**src/rtl/cpu_pkg.sv**
```systemverilog
// Shared CPU definitions used by the register file, ROB and reservation station.
// Latency: n/a (types and constants only).
// Backpressure: n/a.
package cpu_pkg;

    localparam int XLEN       = 32;
    localparam int ROB_ID_W   = 5;
    localparam int REG_ADDR_W = 5;

    typedef logic [ROB_ID_W-1:0]   rob_id_t;
    typedef logic [REG_ADDR_W-1:0] reg_addr_t;

    // Tag 0 marks a register with no in-flight producer; real ROB ids are 1..31.
    localparam rob_id_t ROB_ID_NONE = '0;

endpackage

```
**src/rtl/register_file_if.sv**
```systemverilog
// ROB <-> register file bus: launch (rename), commit (retire), flush and two operand queries.
// Latency: queries are combinational; launch/commit take effect on the next clock edge.
// Backpressure: none; every asserted launch or commit is accepted in its cycle.
// Modports: master = ROB side (drives launch/commit/query), slave = register file.
interface register_file_if #(
    parameter int XLEN     = cpu_pkg::XLEN,
    parameter int ROB_ID_W = cpu_pkg::ROB_ID_W
);
    import cpu_pkg::*;

    logic                _clear;
    logic                _rf_launch_ready;
    logic [ROB_ID_W-1:0] _rf_launch_rob_id;
    reg_addr_t           _rf_launch_register_id;
    logic                _rf_commit_ready;
    logic [ROB_ID_W-1:0] _rf_commit_rob_id;
    reg_addr_t           _rf_commit_register_id;
    logic [XLEN-1:0]     _rf_commit_value;
    reg_addr_t           _ask_rd_1;
    reg_addr_t           _ask_rd_2;
    logic [ROB_ID_W-1:0] _dep_rd_1;
    logic [ROB_ID_W-1:0] _dep_rd_2;
    logic [XLEN-1:0]     _dep_value_1;
    logic [XLEN-1:0]     _dep_value_2;

    modport master (
        output _clear,
        output _rf_launch_ready, _rf_launch_rob_id, _rf_launch_register_id,
        output _rf_commit_ready, _rf_commit_rob_id, _rf_commit_register_id, _rf_commit_value,
        output _ask_rd_1, _ask_rd_2,
        input  _dep_rd_1, _dep_rd_2, _dep_value_1, _dep_value_2
    );

    modport slave (
        input  _clear,
        input  _rf_launch_ready, _rf_launch_rob_id, _rf_launch_register_id,
        input  _rf_commit_ready, _rf_commit_rob_id, _rf_commit_register_id, _rf_commit_value,
        input  _ask_rd_1, _ask_rd_2,
        output _dep_rd_1, _dep_rd_2, _dep_value_1, _dep_value_2
    );

endinterface

```
**src/rtl/regfile_read_port.sv**
```systemverilog
// One operand query port: forces x0 to (dep 0, value 0) and optionally bypasses a same-cycle commit.
// Latency: 0 cycles, purely combinational.
// Backpressure: none.
// Ports: ask_dat (queried reg), st_dep/st_value (stored entry for ask_dat), cmt_* (this cycle's
// effective commit), dep_dat/value_dat (answer). Bypass built only with REGFILE_COMMIT_BYPASS_EN.
module regfile_read_port #(
    parameter int XLEN     = cpu_pkg::XLEN,
    parameter int ROB_ID_W = cpu_pkg::ROB_ID_W
) (
    input  cpu_pkg::reg_addr_t   ask_dat,
    input  logic [ROB_ID_W-1:0]  st_dep,
    input  logic [XLEN-1:0]      st_value,
    input  logic                 cmt_vld,
    input  cpu_pkg::reg_addr_t   cmt_reg,
    input  logic [ROB_ID_W-1:0]  cmt_rob,
    input  logic [XLEN-1:0]      cmt_value,
    output logic [ROB_ID_W-1:0]  dep_dat,
    output logic [XLEN-1:0]      value_dat
);
    import cpu_pkg::*;

`ifdef REGFILE_COMMIT_BYPASS_EN
    logic byp_hit;

    // Only the commit that actually retires the pending producer may be forwarded;
    // a stale commit (older tag) must not hide a newer rename.
    assign byp_hit = cmt_vld && (cmt_reg != '0) && (cmt_reg == ask_dat) && (st_dep == cmt_rob);

    always_comb begin
        dep_dat   = st_dep;
        value_dat = st_value;
        if (ask_dat == '0) begin
            dep_dat   = ROB_ID_W'(ROB_ID_NONE);
            value_dat = '0;
        end else if (byp_hit) begin
            dep_dat   = ROB_ID_W'(ROB_ID_NONE);
            value_dat = cmt_value;
        end
    end
`else
    logic unused_byp;
    assign unused_byp = ^{cmt_vld, cmt_reg, cmt_rob, cmt_value};

    always_comb begin
        dep_dat   = st_dep;
        value_dat = st_value;
        if (ask_dat == '0) begin
            dep_dat   = ROB_ID_W'(ROB_ID_NONE);
            value_dat = '0;
        end
    end
`endif

endmodule

```
**src/rtl/register_file.sv**
```systemverilog
// Architectural register file with per-register rename tags (x1..x31; x0 hardwired to zero).
// Latency: queries combinational; launch/commit visible on queries the cycle after the edge.
// Backpressure: none; rdy_in low freezes all state, rst_in (sync, active-high) overrides all.
// Ports: clk_in, rst_in, rdy_in scalars; rf = register_file_if.slave (launch/commit/clear/queries).
// Option: REGFILE_COMMIT_BYPASS_EN forwards a matching same-cycle commit to the query ports.
module register_file #(
    parameter int XLEN     = cpu_pkg::XLEN,
    parameter int REG_NUM  = 32,
    parameter int ROB_ID_W = cpu_pkg::ROB_ID_W
) (
    input  logic                  clk_in,
    input  logic                  rst_in,
    input  logic                  rdy_in,
    register_file_if.slave        rf
);
    import cpu_pkg::*;

    logic [XLEN-1:0]     value_q [1:REG_NUM-1];
    logic [XLEN-1:0]     value_d [1:REG_NUM-1];
    logic [ROB_ID_W-1:0] dep_q   [1:REG_NUM-1];
    logic [ROB_ID_W-1:0] dep_d   [1:REG_NUM-1];

    // ------------------------------------------------------------------
    // Next-state
    // ------------------------------------------------------------------
    always_comb begin
        value_d = value_q;
        dep_d   = dep_q;
        if (rdy_in) begin
            if (rf._rf_commit_ready && (rf._rf_commit_register_id != '0)) begin
                value_d[rf._rf_commit_register_id] = rf._rf_commit_value;
                // Exact tag match only: ids wrap, so a newer rename of the same
                // register must survive the retirement of an older producer.
                if (dep_q[rf._rf_commit_register_id] == rf._rf_commit_rob_id) begin
                    dep_d[rf._rf_commit_register_id] = ROB_ID_W'(ROB_ID_NONE);
                end
            end
            // Applied after the commit so a same-cycle launch wins the tag.
            if (rf._clear) begin
                for (int i = 1; i < REG_NUM; i++) begin
                    dep_d[i] = ROB_ID_W'(ROB_ID_NONE);
                end
            end else if (rf._rf_launch_ready && (rf._rf_launch_register_id != '0)) begin
                dep_d[rf._rf_launch_register_id] = rf._rf_launch_rob_id;
            end
        end
    end

    always_ff @(posedge clk_in) begin
        if (rst_in) begin
            for (int i = 1; i < REG_NUM; i++) begin
                value_q[i] <= '0;
                dep_q[i]   <= ROB_ID_W'(ROB_ID_NONE);
            end
        end else begin
            value_q <= value_d;
            dep_q   <= dep_d;
        end
    end

    // ------------------------------------------------------------------
    // Query ports
    // ------------------------------------------------------------------
    logic [ROB_ID_W-1:0] st_dep_1, st_dep_2;
    logic [XLEN-1:0]     st_value_1, st_value_2;
    logic                cmt_vld;

    // x0 has no storage; the read port substitutes zeros for it.
    always_comb begin
        st_dep_1   = '0;
        st_value_1 = '0;
        st_dep_2   = '0;
        st_value_2 = '0;
        if (rf._ask_rd_1 != '0) begin
            st_dep_1   = dep_q[rf._ask_rd_1];
            st_value_1 = value_q[rf._ask_rd_1];
        end
        if (rf._ask_rd_2 != '0) begin
            st_dep_2   = dep_q[rf._ask_rd_2];
            st_value_2 = value_q[rf._ask_rd_2];
        end
    end

    // A commit only forwards when it will actually be written this edge.
    assign cmt_vld = rdy_in && !rst_in && rf._rf_commit_ready;

    regfile_read_port #(.XLEN(XLEN), .ROB_ID_W(ROB_ID_W)) u_read_port_1 (
        .ask_dat   (rf._ask_rd_1),
        .st_dep    (st_dep_1),
        .st_value  (st_value_1),
        .cmt_vld   (cmt_vld),
        .cmt_reg   (rf._rf_commit_register_id),
        .cmt_rob   (rf._rf_commit_rob_id),
        .cmt_value (rf._rf_commit_value),
        .dep_dat   (rf._dep_rd_1),
        .value_dat (rf._dep_value_1)
    );

    regfile_read_port #(.XLEN(XLEN), .ROB_ID_W(ROB_ID_W)) u_read_port_2 (
        .ask_dat   (rf._ask_rd_2),
        .st_dep    (st_dep_2),
        .st_value  (st_value_2),
        .cmt_vld   (cmt_vld),
        .cmt_reg   (rf._rf_commit_register_id),
        .cmt_rob   (rf._rf_commit_rob_id),
        .cmt_value (rf._rf_commit_value),
        .dep_dat   (rf._dep_rd_2),
        .value_dat (rf._dep_value_2)
    );

endmodule

```
**src/flat_wrapper.sv**
```systemverilog
// flat-port wrapper written by rule: the top's interface ports become plain ports
module register_file_flat import cpu_pkg::*;
#(
    parameter int XLEN     = cpu_pkg::XLEN,
    parameter int REG_NUM  = 32,
    parameter int ROB_ID_W = cpu_pkg::ROB_ID_W
)
  (clk_in, rst_in, rdy_in, rf__clear, rf__rf_launch_ready, rf__rf_launch_rob_id, rf__rf_launch_register_id, rf__rf_commit_ready, rf__rf_commit_rob_id, rf__rf_commit_register_id, rf__rf_commit_value, rf__ask_rd_1, rf__ask_rd_2, rf__dep_rd_1, rf__dep_rd_2, rf__dep_value_1, rf__dep_value_2);
  register_file_if #(.XLEN(XLEN), .ROB_ID_W(ROB_ID_W)) rf_i ();
  input  logic clk_in;
  input  logic rst_in;
  input  logic rdy_in;
  input wire logic [$bits(rf_i._clear)-1:0] rf__clear;
  input wire logic [$bits(rf_i._rf_launch_ready)-1:0] rf__rf_launch_ready;
  input wire logic [$bits(rf_i._rf_launch_rob_id)-1:0] rf__rf_launch_rob_id;
  input wire logic [$bits(rf_i._rf_launch_register_id)-1:0] rf__rf_launch_register_id;
  input wire logic [$bits(rf_i._rf_commit_ready)-1:0] rf__rf_commit_ready;
  input wire logic [$bits(rf_i._rf_commit_rob_id)-1:0] rf__rf_commit_rob_id;
  input wire logic [$bits(rf_i._rf_commit_register_id)-1:0] rf__rf_commit_register_id;
  input wire logic [$bits(rf_i._rf_commit_value)-1:0] rf__rf_commit_value;
  input wire logic [$bits(rf_i._ask_rd_1)-1:0] rf__ask_rd_1;
  input wire logic [$bits(rf_i._ask_rd_2)-1:0] rf__ask_rd_2;
  output wire logic [$bits(rf_i._dep_rd_1)-1:0] rf__dep_rd_1;
  output wire logic [$bits(rf_i._dep_rd_2)-1:0] rf__dep_rd_2;
  output wire logic [$bits(rf_i._dep_value_1)-1:0] rf__dep_value_1;
  output wire logic [$bits(rf_i._dep_value_2)-1:0] rf__dep_value_2;
  assign rf_i._clear = rf__clear;
  assign rf_i._rf_launch_ready = rf__rf_launch_ready;
  assign rf_i._rf_launch_rob_id = rf__rf_launch_rob_id;
  assign rf_i._rf_launch_register_id = rf__rf_launch_register_id;
  assign rf_i._rf_commit_ready = rf__rf_commit_ready;
  assign rf_i._rf_commit_rob_id = rf__rf_commit_rob_id;
  assign rf_i._rf_commit_register_id = rf__rf_commit_register_id;
  assign rf_i._rf_commit_value = rf__rf_commit_value;
  assign rf_i._ask_rd_1 = rf__ask_rd_1;
  assign rf_i._ask_rd_2 = rf__ask_rd_2;
  assign rf__dep_rd_1 = rf_i._dep_rd_1;
  assign rf__dep_rd_2 = rf_i._dep_rd_2;
  assign rf__dep_value_1 = rf_i._dep_value_1;
  assign rf__dep_value_2 = rf_i._dep_value_2;
  register_file #(.XLEN(XLEN), .REG_NUM(REG_NUM), .ROB_ID_W(ROB_ID_W)) u_core (.clk_in(clk_in), .rst_in(rst_in), .rdy_in(rdy_in), .rf(rf_i));
endmodule
```
**config.mk**
```make
export PLATFORM = sky130hd
export DESIGN_NAME = register_file_flat
export DESIGN_NICKNAME = d
export VERILOG_FILES = /design/src/rtl/cpu_pkg.sv /design/src/rtl/register_file_if.sv /design/src/rtl/regfile_read_port.sv /design/src/rtl/register_file.sv /design/src/flat_wrapper.sv
export SDC_FILE = /design/constraint.sdc
export NUM_CORES = 2
export LEC_CHECK = 0
export BUFFER_PORTS_ARGS = -buffer_cell sky130_fd_sc_hd__buf_4
export CAP_MARGIN = 0
export CORE_ASPECT_RATIO = 0.5
export CORE_MARGIN = 5
export CORE_UTILIZATION = 55
export DETAILED_ROUTE_END_ITERATION = 7
export PLACE_DENSITY = 0.71
export SETUP_SLACK_MARGIN = 0.3
export SLEW_MARGIN = 25
export SYNTH_ARGS = -nofsm -noshare
export SYNTH_HDL_FRONTEND = slang
export SYNTH_SLANG_ARGS = --single-unit
```
**constraint.sdc**
```tcl
create_clock -name clk_in -period 3.05 [get_ports clk_in]
set_input_delay 0.1525 -clock clk_in [delete_from_list [all_inputs] [get_ports clk_in]]
set_output_delay 0.1525 -clock clk_in [all_outputs]
set_load 0.02 [all_outputs]
```
; Word level (Yosys, flattened, before mapping)
; Cells that the tools add are included.
[word_totals]
output_inout_bits = 74
word_cells = 122
reg_bits = 1147
[classes]
bitwise_logic = 6
n_eq_ne = 1
order_cmp = 6
n_reduce_logical = 11
mux = 36
[ops]
columns = operator, count
row1 = bitwise mux 992 bit, 1
row2 = 2-to-1 mux 155 bit, 5
row3 = binary-select mux 32 bit (select 5 bit), 2
row4 = 2-to-1 mux 32 bit, 9
row5 = demux 32 bit (select 5 bit), 1
row6 = AND 155 bit, 1
row7 = bitwise mux 155 bit, 1
row8 = inverter 155 bit, 1
row9 = binary-select mux 5 bit (select 5 bit), 3
row10 = 2-to-1 mux 5 bit, 12
row11 = demux 5 bit (select 5 bit), 2
row12 = greater-or-equal comparator 6 bit (second input constant), 4
row13 = inverter 5 -> 6 bit, 4
row14 = nonzero test 5 bit, 4
row15 = less-than comparator 6 x 1 -> 1 bit (second input constant), 2
row16 = zero test 5 bit, 2
row17 = == test 5 bit, 1
row18 = logical AND 1 bit, 4
row19 = AND reduction 2 bit, 1

; Logic depth before layout (Yosys ltp)
[logic_depth]
ltp_word = 13
depth_mapped = 11

; Cells and area by module
; Synthesis repeated with hierarchy kept, for this count alone.
[hier_totals]
hier_cells = 6862
hier_area_um2 = 62197.2
[modules_own_cells]
columns = mod, seq_area_each_um2, area_each_um2, cells_each, n_inst
row1 = register_file, 22962.0, 61479.0, 6772, 1
row2 = regfile_read_port, 0.0, 359.1, 45, 2

; Least setup slack after synthesis
; OpenSTA, ideal clock, no wires.
[synth_path]
path_type = input to output
startpoint = in rf__ask_rd_1[0]
endpoint = out rf__dep_value_1[0]
required_time_ps = 2897
cell_stages = 6
slack_ps = 362
arrival_ps = 2536
n_path_buf = 3
path_cell_list = clkbuf_1 buf_2 buf_1 mux4_2 mux4_2 mux2_2
[synth_between]
elab_chain_cells = 6
[synth_lines]
columns = element, line
row1 = "start, declared", flat_wrapper.sv:21  ; input wire logic [$bits(rf_i._ask_rd_1)-1:0] rf__ask_rd_1;
row2 = inverter 5 -> 6 bit (not written as such), register_file.sv:76  ; st_value_1 = value_q[rf._ask_rd_1];
row3 = binary-select mux 32 bit (select 5 bit), register_file.sv:76
row4 = 2-to-1 mux 32 bit (not written as such) (2 in a row), register_file.sv:76
row5 = 2-to-1 mux 32 bit, register_file.sv:74  ; if (rf._ask_rd_1 != '0) begin
row6 = 2-to-1 mux 32 bit *, regfile_read_port.sv:47  ; if (ask_dat == '0) begin
row7 = "end, declared", flat_wrapper.sv:25  ; output wire logic [$bits(rf_i._dep_value_1)-1:0] rf__dep_value_1;
; Mark *: on every way between the ends. The rest lies on a longest branch, timed or not. The select of a mux whose other input is x is not followed.

; Worst setup path in the final report
[layout_path]
startpoint = reg u_core.dep_q[29] (netlist name)
endpoint = out rf__dep_rd_1[4]
[layout_between]
elab_chain_cells = 5
[layout_lines]
columns = element, line
row1 = "start, declared", register_file.sv:20  ; logic [ROB_ID_W-1:0] dep_q [1:REG_NUM-1];
row2 = "start signal, assigned by index", register_file.sv:53  ; dep_q[i] <= ROB_ID_W'(ROB_ID_NONE);
row3 = "start signal, assigned", register_file.sv:57  ; dep_q <= dep_d;
row4 = binary-select mux 5 bit (select 5 bit), register_file.sv:75  ; st_dep_1 = dep_q[rf._ask_rd_1];
row5 = 2-to-1 mux 5 bit (not written as such) (2 in a row), register_file.sv:75
row6 = 2-to-1 mux 5 bit, register_file.sv:74
row7 = 2-to-1 mux 5 bit, regfile_read_port.sv:47
row8 = "end, declared", flat_wrapper.sv:23  ; output wire logic [$bits(rf_i._dep_rd_1)-1:0] rf__dep_rd_1;
; Every way passes these cells. The select of a mux whose other input is x is not followed.

==> results_dict.tcl <==
set metrics [dict create \
    slew_headroom_pct 7.61 \
    synth.most_common_cell "nand2_1" \
    crit_path_max_incr_delay_ns 0.60 \
    numClockSinks 1147 \
    vias_per_cell 6.95 \
    design_area_um2 68900 \
    grt_max_degree 231 \
    htree_levels 3 \
    cp-startpoint "u_core.dep_q[29]$_SDFFE_PP0P_" \
    first_global_vias 53900 \
    placed_cell_area_um2 64700 \
    critPathSlowestCell "mux4_2" \
    numCtsBuffers 103 \
    synth_area_per_cell_um2 9.16 \
    yosysSeqAreaShare_pct 37.7 \
    fin_crit_sh_pct 94.4 \
    syn_nets 6728 \
    netlist-cell-type-count 43 \
    hp-class "input pin to flip-flop" \
    critPathKind "flip-flop to output pin" \
    die_area_um2 118000 \
    synth_top_area_share_pct 37.7 \
    cts-root-buf "clkbuf_16" \
    drtPass1Iterations 6 \
    crit_chain "mux4_2, mux4_2, mux2_4, buf_6" \
    worst-path-buf-inv 1 \
    cpMostUsedCell "mux4_2" \
    antenna_found_initial 7 \
    syn_inst 6660 \
    drive_gt1_share_pct 23.3 \
    vias 56400 \
    min_period_ns 2.88 \
    place.detailed.hpwl_mm 144 \
    setup_violations 0 \
    io_buffers 141 \
    ys_warn_count 0 \
    fillers 8725 \
    drc 0 \
    syn_to_final_growth_pct 13.1 \
    worst_pin_slew_ns 1.39 \
    grt_pass1_wl_mm 355 \
    gr-usage-all-layers_pct 40.2 \
    ys.flop_type "dfxtp_1" \
    min_from "rf__clear" \
    synth_top_area_cell "dfxtp_1" \
    start_util_pct 55.4 \
    max_freq_mhz 347 \
    skew_ns 0.0398 \
    rsz0062_at_grt "true" \
    fin_setup_tns_ns 0 \
    critPathLaunchType "flip-flop" \
    pin_count 142 \
    core_area_um2 110000 \
    path_clk_slew_ns 0.07 \
    final_max_slew_viol_count 0 \
    power_density_nw_per_um2 459 \
    die_h_um 245 \
    status "complete, no violations" \
    hold_viol_final 0 \
    leakagePower_uw 0.0222 \
    detail_route.iter0.violations 9341 \
    wl_per_cell_um 30.0 \
    cp.required_ns 2.90 \
    crit_fanout 4 \
    crit_path_end_kind "output pin" \
    placementRows 86 \
    cts_buffer_depth 3 \
    ir_drop_v 0.000469 \
    synth-edff-count 0 \
    synth_area_leaders "dfxtp_1 38%, mux4_2 25%, nand2_1 14%" \
    maxCapViolations 0 \
    ant_nets 0 \
    grt.overflow.total 0 \
    cts_tree "yes" \
    fin_nets 6606 \
    clk_latency_ns 0.75 \
    die_w_um 481 \
    synthArstFlopShare_pct 0 \
    hold_ws_ns 0.0718 \
    synth.cell_area_um2 61000 \
    synth_common_cells "2214 x nand2_1, 1147 x a21oi_1, 1147 x dfxtp_1" \
    gp_congestion 1.00 \
    drt-total-wl_mm 244 \
    critPathArrivalTime_ns 2.73 \
    synth-seq-cells 1147 \
    power_uw 31700 \
    r2r-start "u_core.dep_q[139]$_SDFFE_PP0P_" \
    crit_family "multiplexers" \
]
==> power breakdown <==
group / total [uW] / leakage [uW] / switching, uW / internal, uW
clock network: 14000 / 0.00174 / 6320 / 7650
logic: 2630 / 0.0112 / 1750 / 881
registers: 15100 / 0.00927 / 46.7 / 15000
total: 31700 / 0.0222 / 8120 / 23600
==> what timing repair did <==
item / CTS / global route
endpoints found under the hold margin: 992 / 0
pin swaps: 0 / 1
setup buffers: 6 / 2
resized for setup: 75 / 39
hold buffers: 33 / 0
setup endpoints to repair: 153 / 182
==> tightest hold or removal path, cell delays in order <==
cell     delay (ns)
buf_4          0.09
nor2_4         0.06
buf_4          0.27
o41ai_4        0.13
o21ai_1        0.07
==> final timing paths <==
check	depth (start not counted)	endpoint	slack (ns)
max	4	rf__dep_rd_1[4]	0.17
min	5	u_core.dep_q[31]$_SDFFE_PP0P_	0.07
max reg2reg	9	u_core.dep_q[60]$_SDFFE_PP0P_	0.36
min reg2reg	2	u_core.value_q[532]$_SDFFE_PP0P_	0.46
==> per-stage QoR <==
step	cells	worst slack [ns]	util, %
floorplan	6660	0.362	-
global placement	7888	-0.102	58.7
detailed placement	7888	-0.102	58.7
CTS	8118	0.170	62.5
global route	8121	0.163	62.6
finish	8124	0.170	62.6
==> layer usage <==
metal / track usage (%) / up-vias / share of wire, %
met5: 0.408 / - / 0.050
met4: 24.5 / 10 / 7.3
met3: 13.9 / 1122 / 15
met2: 59.0 / 4628 / 42
met1: 51.4 / 27400 / 35
li1: - / 23300 / -
==> layout by cell type, fill, tap and decap left out, drive strengths merged, types with 3 or more instances in the layout <==
cell type    Yosys  routed
nand2b           9       9
buf            129     391
clkinvlp         0       6
bufinv           0      10
o21ai          155     155
mux2           148     148
nor2b            7       7
mux2i           75      75
dlygate4sd3      0      33
nand4           10      10
nand4b           4       4
nor4             8       8
nand3           31      31
nor2           206     206
a31o             5       5
mux4           666     666
diode            0       4
dfxtp         1147    1147
clkbuf         522     144
or4b             4       4
o22ai           38      38
nor3b            4       4
inv              0       4
a22o            74      74
clkinv           0      27
and2             5       5
or3              3       3
nand4bb          4       4
o41ai           28      28
nand2         2214    2214
nor3             5       5
a21oi         1147    1147
and3             4       4
==> kinds of logic (layout without fill, tap and decap cells) <==
| group | Yosys count | after routing | share of synthesized area (%) |
|---|---|---|---|
| simple gates | 2525 | 2525 | 16.1 |
| flops | 1147 | 1147 | 37.7 |
| mux | 889 | 889 | 28.6 |
| other cells | 0 | 4 | 0 |
| buf+inv | 651 | 615 | 4.22 |
| compound gates | 1448 | 1448 | 13.5 |
==> state kept, by name (all words and copies together), names as in the netlist <==
| name | cells |
|---|---|
| u_core.dep_q | 155 |
| u_core.value_q | 992 |
==> area by class of cell <==
type                            count  area [um^2]  area share (%)
Multi-Input combinational cell   4862        36000            52.2
Sequential cell                  1147        23000            33.4
Timing Repair Buffer              424         4460            6.48
Clock buffer                      144         2940            4.27
Tap cell                         1496         1870            2.71
Clock inverter                     47          624           0.906
Antenna cell                        4         10.0          0.0145
(Power assumes the default switching activity.)
